## src/rtl/multu_hilo_if.sv

```systemverilog
// Core-side bus for the iterative multiplier: MULTU issue, Hi/Lo read port and status.
interface multu_hilo_if #(
  parameter int unsigned WIDTH = 32
);
  logic             start;
  logic [WIDTH-1:0] src_a;
  logic [WIDTH-1:0] src_b;
  logic             rd_sel;
  logic [WIDTH-1:0] rd_data;
  logic             busy;
  logic             done;
  logic [WIDTH-1:0] hi;
  logic [WIDTH-1:0] lo;

  modport master (
    output start, src_a, src_b, rd_sel,
    input  rd_data, busy, done, hi, lo
  );

  modport slave (
    input  start, src_a, src_b, rd_sel,
    output rd_data, busy, done, hi, lo
  );
endinterface

```

## src/rtl/multu_hilo.sv

```systemverilog
// Iterative shift-add unsigned WIDTHxWIDTH multiplier with the architectural Hi/Lo pair.
// One product bit retires per cycle; Hi/Lo update only on the final step.
module multu_hilo #(
  parameter int unsigned WIDTH = 32
) (
  input logic         clk,
  input logic         rst,
  multu_hilo_if.slave bus
);
  localparam int unsigned CW = (WIDTH > 1) ? $clog2(WIDTH) : 1;
  localparam int unsigned PW = 2 * WIDTH;

  typedef enum logic [1:0] {
    S_IDLE = 2'd0,
    S_BUSY = 2'd1,
    S_DONE = 2'd2
  } state_t;

  state_t           r_state;
  state_t           w_state_nxt;
  logic [WIDTH-1:0] r_mcand;
  logic [WIDTH-1:0] w_mcand_nxt;
  logic [PW-1:0]    r_p;
  logic [PW-1:0]    w_p_nxt;
  logic [CW-1:0]    r_cnt;
  logic [CW-1:0]    w_cnt_nxt;
  logic [WIDTH-1:0] r_hi;
  logic [WIDTH-1:0] w_hi_nxt;
  logic [WIDTH-1:0] r_lo;
  logic [WIDTH-1:0] w_lo_nxt;
  logic [WIDTH:0]   w_sum;
  logic [PW-1:0]    w_p_shift;

  always_ff @(posedge clk) begin
    if (rst) begin
      r_state <= S_IDLE;
      r_mcand <= '0;
      r_p     <= '0;
      r_cnt   <= '0;
      r_hi    <= '0;
      r_lo    <= '0;
    end else begin
      r_state <= w_state_nxt;
      r_mcand <= w_mcand_nxt;
      r_p     <= w_p_nxt;
      r_cnt   <= w_cnt_nxt;
      r_hi    <= w_hi_nxt;
      r_lo    <= w_lo_nxt;
    end
  end

  // One shift-add step: conditional add into the upper half, carry kept, then shift right.
  always_comb begin
    w_sum = {1'b0, r_p[PW-1:WIDTH]};
    if (r_p[0]) begin
      w_sum = {1'b0, r_p[PW-1:WIDTH]} + {1'b0, r_mcand};
    end
    w_p_shift = {w_sum, r_p[WIDTH-1:1]};
  end

  always_comb begin
    w_state_nxt = r_state;
    w_mcand_nxt = r_mcand;
    w_p_nxt     = r_p;
    w_cnt_nxt   = r_cnt;
    w_hi_nxt    = r_hi;
    w_lo_nxt    = r_lo;
    case (r_state)
      S_IDLE: begin
        if (bus.start) begin
          w_mcand_nxt = bus.src_a;
          w_p_nxt     = {WIDTH'(0), bus.src_b};
          w_cnt_nxt   = '0;
          w_state_nxt = S_BUSY;
        end
      end
      S_BUSY: begin
        w_p_nxt = w_p_shift;
        if (r_cnt == CW'(WIDTH - 1)) begin
          w_hi_nxt    = w_p_shift[PW-1:WIDTH];
          w_lo_nxt    = w_p_shift[WIDTH-1:0];
          w_cnt_nxt   = '0;
          w_state_nxt = S_DONE;
        end else begin
          w_cnt_nxt = r_cnt + CW'(1);
        end
      end
      S_DONE: begin
        w_state_nxt = S_IDLE;
      end
      default: begin
        w_state_nxt = S_IDLE;
      end
    endcase
  end

  // Status decodes straight from the state register; the read mux is combinational by design.
  assign bus.busy    = (r_state == S_BUSY);
  assign bus.done    = (r_state == S_DONE);
  assign bus.hi      = r_hi;
  assign bus.lo      = r_lo;
  assign bus.rd_data = bus.rd_sel ? r_hi : r_lo;

endmodule

```

## src/flat_wrapper.sv

```systemverilog
// flat-port wrapper written by rule: the top's interface ports become plain ports
module multu_hilo_flat 
#(
  parameter int unsigned WIDTH = 32
)
  (clk, rst, bus_start, bus_src_a, bus_src_b, bus_rd_sel, bus_rd_data, bus_busy, bus_done, bus_hi, bus_lo);
  multu_hilo_if #(.WIDTH(WIDTH)) bus_i ();
  input logic clk;
  input logic rst;
  input wire logic [$bits(bus_i.start)-1:0] bus_start;
  input wire logic [$bits(bus_i.src_a)-1:0] bus_src_a;
  input wire logic [$bits(bus_i.src_b)-1:0] bus_src_b;
  input wire logic [$bits(bus_i.rd_sel)-1:0] bus_rd_sel;
  output wire logic [$bits(bus_i.rd_data)-1:0] bus_rd_data;
  output wire logic [$bits(bus_i.busy)-1:0] bus_busy;
  output wire logic [$bits(bus_i.done)-1:0] bus_done;
  output wire logic [$bits(bus_i.hi)-1:0] bus_hi;
  output wire logic [$bits(bus_i.lo)-1:0] bus_lo;
  assign bus_i.start = bus_start;
  assign bus_i.src_a = bus_src_a;
  assign bus_i.src_b = bus_src_b;
  assign bus_i.rd_sel = bus_rd_sel;
  assign bus_rd_data = bus_i.rd_data;
  assign bus_busy = bus_i.busy;
  assign bus_done = bus_i.done;
  assign bus_hi = bus_i.hi;
  assign bus_lo = bus_i.lo;
  multu_hilo #(.WIDTH(WIDTH)) u_core (.clk(clk), .rst(rst), .bus(bus_i));
endmodule
```

## config.mk

```make
export PLATFORM = sky130hd
export DESIGN_NAME = multu_hilo_flat
export DESIGN_NICKNAME = d
export VERILOG_FILES = /design/src/rtl/multu_hilo_if.sv /design/src/rtl/multu_hilo.sv /design/src/flat_wrapper.sv
export SDC_FILE = /design/constraint.sdc
export NUM_CORES = 1
export LEC_CHECK = 0
export ABC_AREA = 1
export CORE_UTILIZATION = 30
export DETAILED_ROUTE_END_ITERATION = 16
export PLACE_DENSITY = 0.5
export SLEW_MARGIN = 20
export SYNTH_ARGS = -nofsm -noshare
export SYNTH_HDL_FRONTEND = slang
export SYNTH_SLANG_ARGS = --single-unit
```

## constraint.sdc

```tcl
create_clock -name clk -period 6.7 [get_ports clk]
set_clock_uncertainty 0.15 [all_clocks]
set_input_delay 1.34 -clock clk [delete_from_list [all_inputs] [get_ports clk]]
set_output_delay 1.34 -clock clk [all_outputs]
set_load 0.02 [all_outputs]
```

## Word-level counts from Yosys, hierarchy flattened

Cells that the tools add are included.

| word-level totals | value |
|---|---|
| bits in registers | 167 |
| latch bits | 0 |
| RAM bits | 0 |
| ROM bits | 0 |
| memories kept | 0 |

| cells by class | value |
|---|---|
| add/subtract/negate cells | 2 |
| multipliers | 0 |
| div/mod/pow operators | 0 |
| magnitude comparators | 0 |
| eq/ne operators | 5 |
| shift-type cells | 0 |
| multiplexer cells | 10 |
| bitwise gates (word level) | 0 |
| reductions and logical operators | 6 |

Operator list:

| operator | number |
|---|---|
| $pmux 64 s2 | 1 |
| $mux 64 | 1 |
| $add 32x32->33 | 1 |
| $mux 33 | 1 |
| $mux 32 | 1 |
| $mux 5 | 2 |
| $pmux 5 s2 | 1 |
| $reduce_and 2->1 | 4 |
| $add 5x1->5 const B | 1 |
| $eq 5x5->1 const B | 1 |
| $mux 2 | 2 |
| $pmux 2 s2 | 1 |
| $eq 2x1->1 const B | 1 |
| $eq 2x2->1 const B | 1 |
| $logic_not 2->1 | 1 |
| $ne 2x1->1 const B | 1 |
| $ne 2x2->1 const B | 1 |
| $reduce_bool 2->1 | 1 |

## Logic depth before layout (Yosys ltp)

| depth | value |
|---|---|
| word-level depth | 3 |
| mapped depth | 16 |
| gate-level depth less buffers | 16 |

## Least setup slack after synthesis

OpenSTA, ideal clock, no wires.

| timing path | value |
|---|---|
| kind | input -> output |
| start | in bus_rd_sel |
| end | out bus_rd_data[17] |
| data arrival time | 2305 ps |
| setup slack | 2905 ps |
| stages on the path | 4 |
| path buffers | 3 |
| path through | clkbuf_1 -> clkbuf_1 -> buf_1 -> a21oi_1 |

| between the ends | value |
|---|---|
| cells in the longest elaborated chain, start to end | 1 |

Ends and longest elaborated chain:

| what | line | RTL |
|---|---|---|
| from (decl) | flat_wrapper.sv:13 | `input wire logic [$bits(bus_i.rd_sel)-1:0] bus_rd_sel;` |
| $mux 32 | multu_hilo.sv:102 | `assign bus.rd_data = bus.rd_sel ? r_hi : r_lo;` |
| to (decl) | flat_wrapper.sv:14 | `output wire logic [$bits(bus_i.rd_data)-1:0] bus_rd_data;` |

Every way passes these cells.

## Worst setup path after layout

| timing path | value |
|---|---|
| start | in bus_rd_sel |
| end | out bus_rd_data[5] |

The elaborated chain is that of the path after synthesis.

==> key figures <==
GRT
  • Met3 usage: 3.32%
  • Busiest grt layer: met2
  • Global-route wire length before repair: 47.4 mm
  • Met1 Usage GRT: 24.8%
  • Vias in the first global route: 8,800
  • GRT overflow: 0
  • Initial antenna violation count: 0
  • GRT Util Overall: 19.3%
  • Largest net degree at the start of global routing: 67
  • Met2 GRT Util: 32.6%

Clocking
  • CTS root buffer: clkbuf_16
  • Longest Clk Path Bufs: 2
  • TritonCTS sink count: 167
  • Clk pin slew, worst setup/hold paths: 0.07 ns
  • Skew-Pair Late Insertion Delay: 0.44 ns
  • H-tree lvl count: 4
  • Postcts setup bufs: 0
  • PostCTS Resize Cnt: 0
  • Post-CTS Hold Buffers: 0
  • CTS Buf Count: 17
  • TritonCTS clock tree: done

Critical path
  • RR Endpoint: u_core.bus.hi[15]
  • Crit-path max cell delay: 0.73 ns
  • R2R depth: 9
  • Critical Path Start Type: input port
  • CP Capture Point: bus_rd_data[5]
  • CP Class: in2out
  • WP data required: 5.21 ns
  • Critical path's slowest cell: buf_2
  • Register-to-Register Setup Slack: 3.32 ns
  • RR Startpoint: u_core.r_state[1]
  • Critical Path, Cell by Cell: buf_2 -> mux2_2 -> clkdlybuf4s50_1
  • Worst path arrival time: 3.03 ns
  • Worst-path maximum fanout: 59
  • CP endpoint kind: output pin
  • Critical Path Start: bus_rd_sel

Power and ir drop
  • Leak: 5.44 nW
  • Pwr Density: 204 mW/mm^2
  • Peak VDD IR: 0.159 mV

Placed design
  • Port bufs: 165
  • Dpl ws: 2.15 ns
  • Dpl hpwl: 21.8 mm
  • Final RePlAce weighted congestion: 0.850
  • Placed cell areas: 0.0112 sq mm

Timing
  • RSZ-0062 raised after global routing: no
  • Final setup viols: 0
  • Final worst setup slack: 2.18 ns
  • Fin Setup TNS: 0 ns
  • Actual slew at the worst max-slew pin: 0.969 ns
  • Relative slew margins: 35.4%
  • Slew Viols, Final: 0
  • Tcrit/Tclk final: 67.4%
  • Final Hold Viols: 0
  • Achievable clock frequency: 0.221 GHz
  • Minimum clock period: 4.52 ns

Status
  • Status: finished clean

Final layout
  • Commonest non-fill, non-tap cell in the layout: nand2_1
  • ANT cells: 0
  • Layout cell share with drive strength beyond 1: 5.86%
  • Commonest non-fill, non-tap cells in the layout: nand2_1, inv_1, dfxtp_1
  • # fillers: 3,342
  • Fin nets: 1,694
  • P&R area growth vs syn: 26.8%
  • Final instance area: 0.0118 sq mm

Synthesis
  • Seq/Total Area, Yosys: 35.9%
  • Cells after Synth: 1,469
  • Yosys warnings: 0
  • Syn Nets: 1,572
  • Syn_area_per_cell: 6.34 sq um
  • Yosys reg bits: 167
  • Count of cell types in the netlist: 38
  • Synthesized cell area: 0.00932 sq mm

Run
  • Max Cap Violations: 0

Route
  • Detailed-route via count: 9,246
  • DRT iter0 DRCs: 608
  • WL/cell: 14.9 um
  • Post-Route WL: 29.8 mm
  • Vias per cell: 4.62
  • DRT Pass-1 Iters: 5
  • # DRC: 0
  • Post-DRT Antenna Nets: 0

Floorplanning
  • Die width: 178 um
  • I/O pin count: 166
  • Die area: 0.0318 sq mm
  • Die Y-Extent: 178 um
  • Rows: 64
  • CORE AREA: 0.0306 sq mm
  • Initial Util: 30.5%

Worst hold path
  • HP Class: reg2reg
  • Hold_sp: u_core.r_p[17]
-- critical path: cells and delay by family --
kind | cells | cell delay [ns]
buf+inv | 2 | 1.26
mux | 1 | 0.41
-- state kept, by name, summed over array words and instances (netlist names) --
signal,flops
u_core.bus.hi,32
u_core.r_p,64
u_core.bus.lo,32
u_core.r_cnt,5
u_core.r_mcand,32
u_core.r_state,2
-- through the flow --
stage          power [W]  util (%)  std cells  hold slack [ns]
2_1_floorplan    0.00132         -       1469            0.286
3_3_place_gp     0.00145      36.7       1968            0.304
3_5_place_dp     0.00146      36.7       1968            0.303
4_1_cts          0.00245      38.6       2000            0.316
5_1_grt          0.00253      38.6       2000            0.331
6_report         0.00242      38.6       2000            0.317
-- synthesized netlist by cell type --
| cell | instances | area, sq um |
|---|---|---|
| inv_1 | 184 | 691 |
| nor2_1 | 135 | 507 |
| o21bai_1 | 1 | 7.51 |
| o31ai_1 | 2 | 15.0 |
| inv_2 | 4 | 15.0 |
| nand2_1 | 474 | 1780 |
| buf_1 | 5 | 18.8 |
| mux2_2 | 5 | 56.3 |
| xnor2_1 | 14 | 123 |
| and2_1 | 1 | 6.26 |
| and2_0 | 1 | 6.26 |
| a21oi_1 | 104 | 521 |
| buf_2 | 23 | 115 |
| o21ai_2 | 1 | 8.76 |
| nand3_2 | 5 | 50.1 |
| xor2_1 | 1 | 8.76 |
| ha_1 | 34 | 425 |
| o21a_1 | 2 | 15.0 |
| o211ai_1 | 2 | 15.0 |
| nand4_1 | 1 | 6.26 |
| or2_0 | 1 | 6.26 |
| o21ai_0 | 89 | 445 |
| o21ai_1 | 5 | 25.0 |
| a31oi_1 | 31 | 194 |
| o221ai_1 | 1 | 8.76 |
| clkbuf_1 | 43 | 161 |
| or2_2 | 17 | 106 |
| dfxtp_1 | 167 | 3340 |
| nand3b_1 | 3 | 22.5 |
| nand3b_2 | 1 | 11.3 |
| nand3_1 | 85 | 425 |
| nand2_2 | 11 | 68.8 |
| a211oi_1 | 1 | 7.51 |
| nor2_2 | 3 | 18.8 |
| a21oi_2 | 1 | 8.76 |
| a21o_1 | 3 | 22.5 |
| nor3_1 | 7 | 35.0 |
| fa_1 | 1 | 20.0 |
-- report_power, final --
part | internal [W] | switching, W
registers | 0.00104 | 0.0000417
logic | 0.000139 | 0.000214
clock network | 0.000501 | 0.000484
total | 0.00168 | 0.000740
-- worst min path at each step --
stage | endpoint | slack (ns) | cells after the start
global placement | u_core.bus.lo[7] | 0.30 | 2
CTS | u_core.bus.lo[17] | 0.32 | 2
global route | u_core.bus.lo[25] | 0.33 | 2
floorplan | u_core.bus.lo[0] | 0.29 | 2
detailed placement | u_core.bus.lo[17] | 0.30 | 2
finish | u_core.bus.lo[16] | 0.32 | 2
-- layout make-up --
| class | instances | area (sq um) | area share (%) |
|---|---|---|---|
| well taps | 396 | 495 | 4.19 |
| repair buffers | 174 | 1710 | 14.5 |
| inverters | 188 | 706 | 5.97 |
| clock buffers | 18 | 429 | 3.63 |
| multi-input cells | 1043 | 4980 | 42.1 |
| flip-flops and latches | 167 | 3340 | 28.3 |
| clock inverters | 14 | 153 | 1.29 |
-- metal layers --
layer	share of wire, %	vias up
met1	47	4190
li1	-	4864
met2	47	169
met4	1.8	0
met5	0	-
met3	3.9	23
-- cell families after synthesis --
kind of cell | after synthesis | synth area share [%]
mux | 5 | 0.604
buf+inv | 259 | 10.7
xor+xnor | 15 | 1.41
fa+ha+maj | 35 | 4.78
flops | 167 | 35.9
compound gates | 243 | 13.9
simple gates | 745 | 32.7
Power figures use the tool's default switching activity.
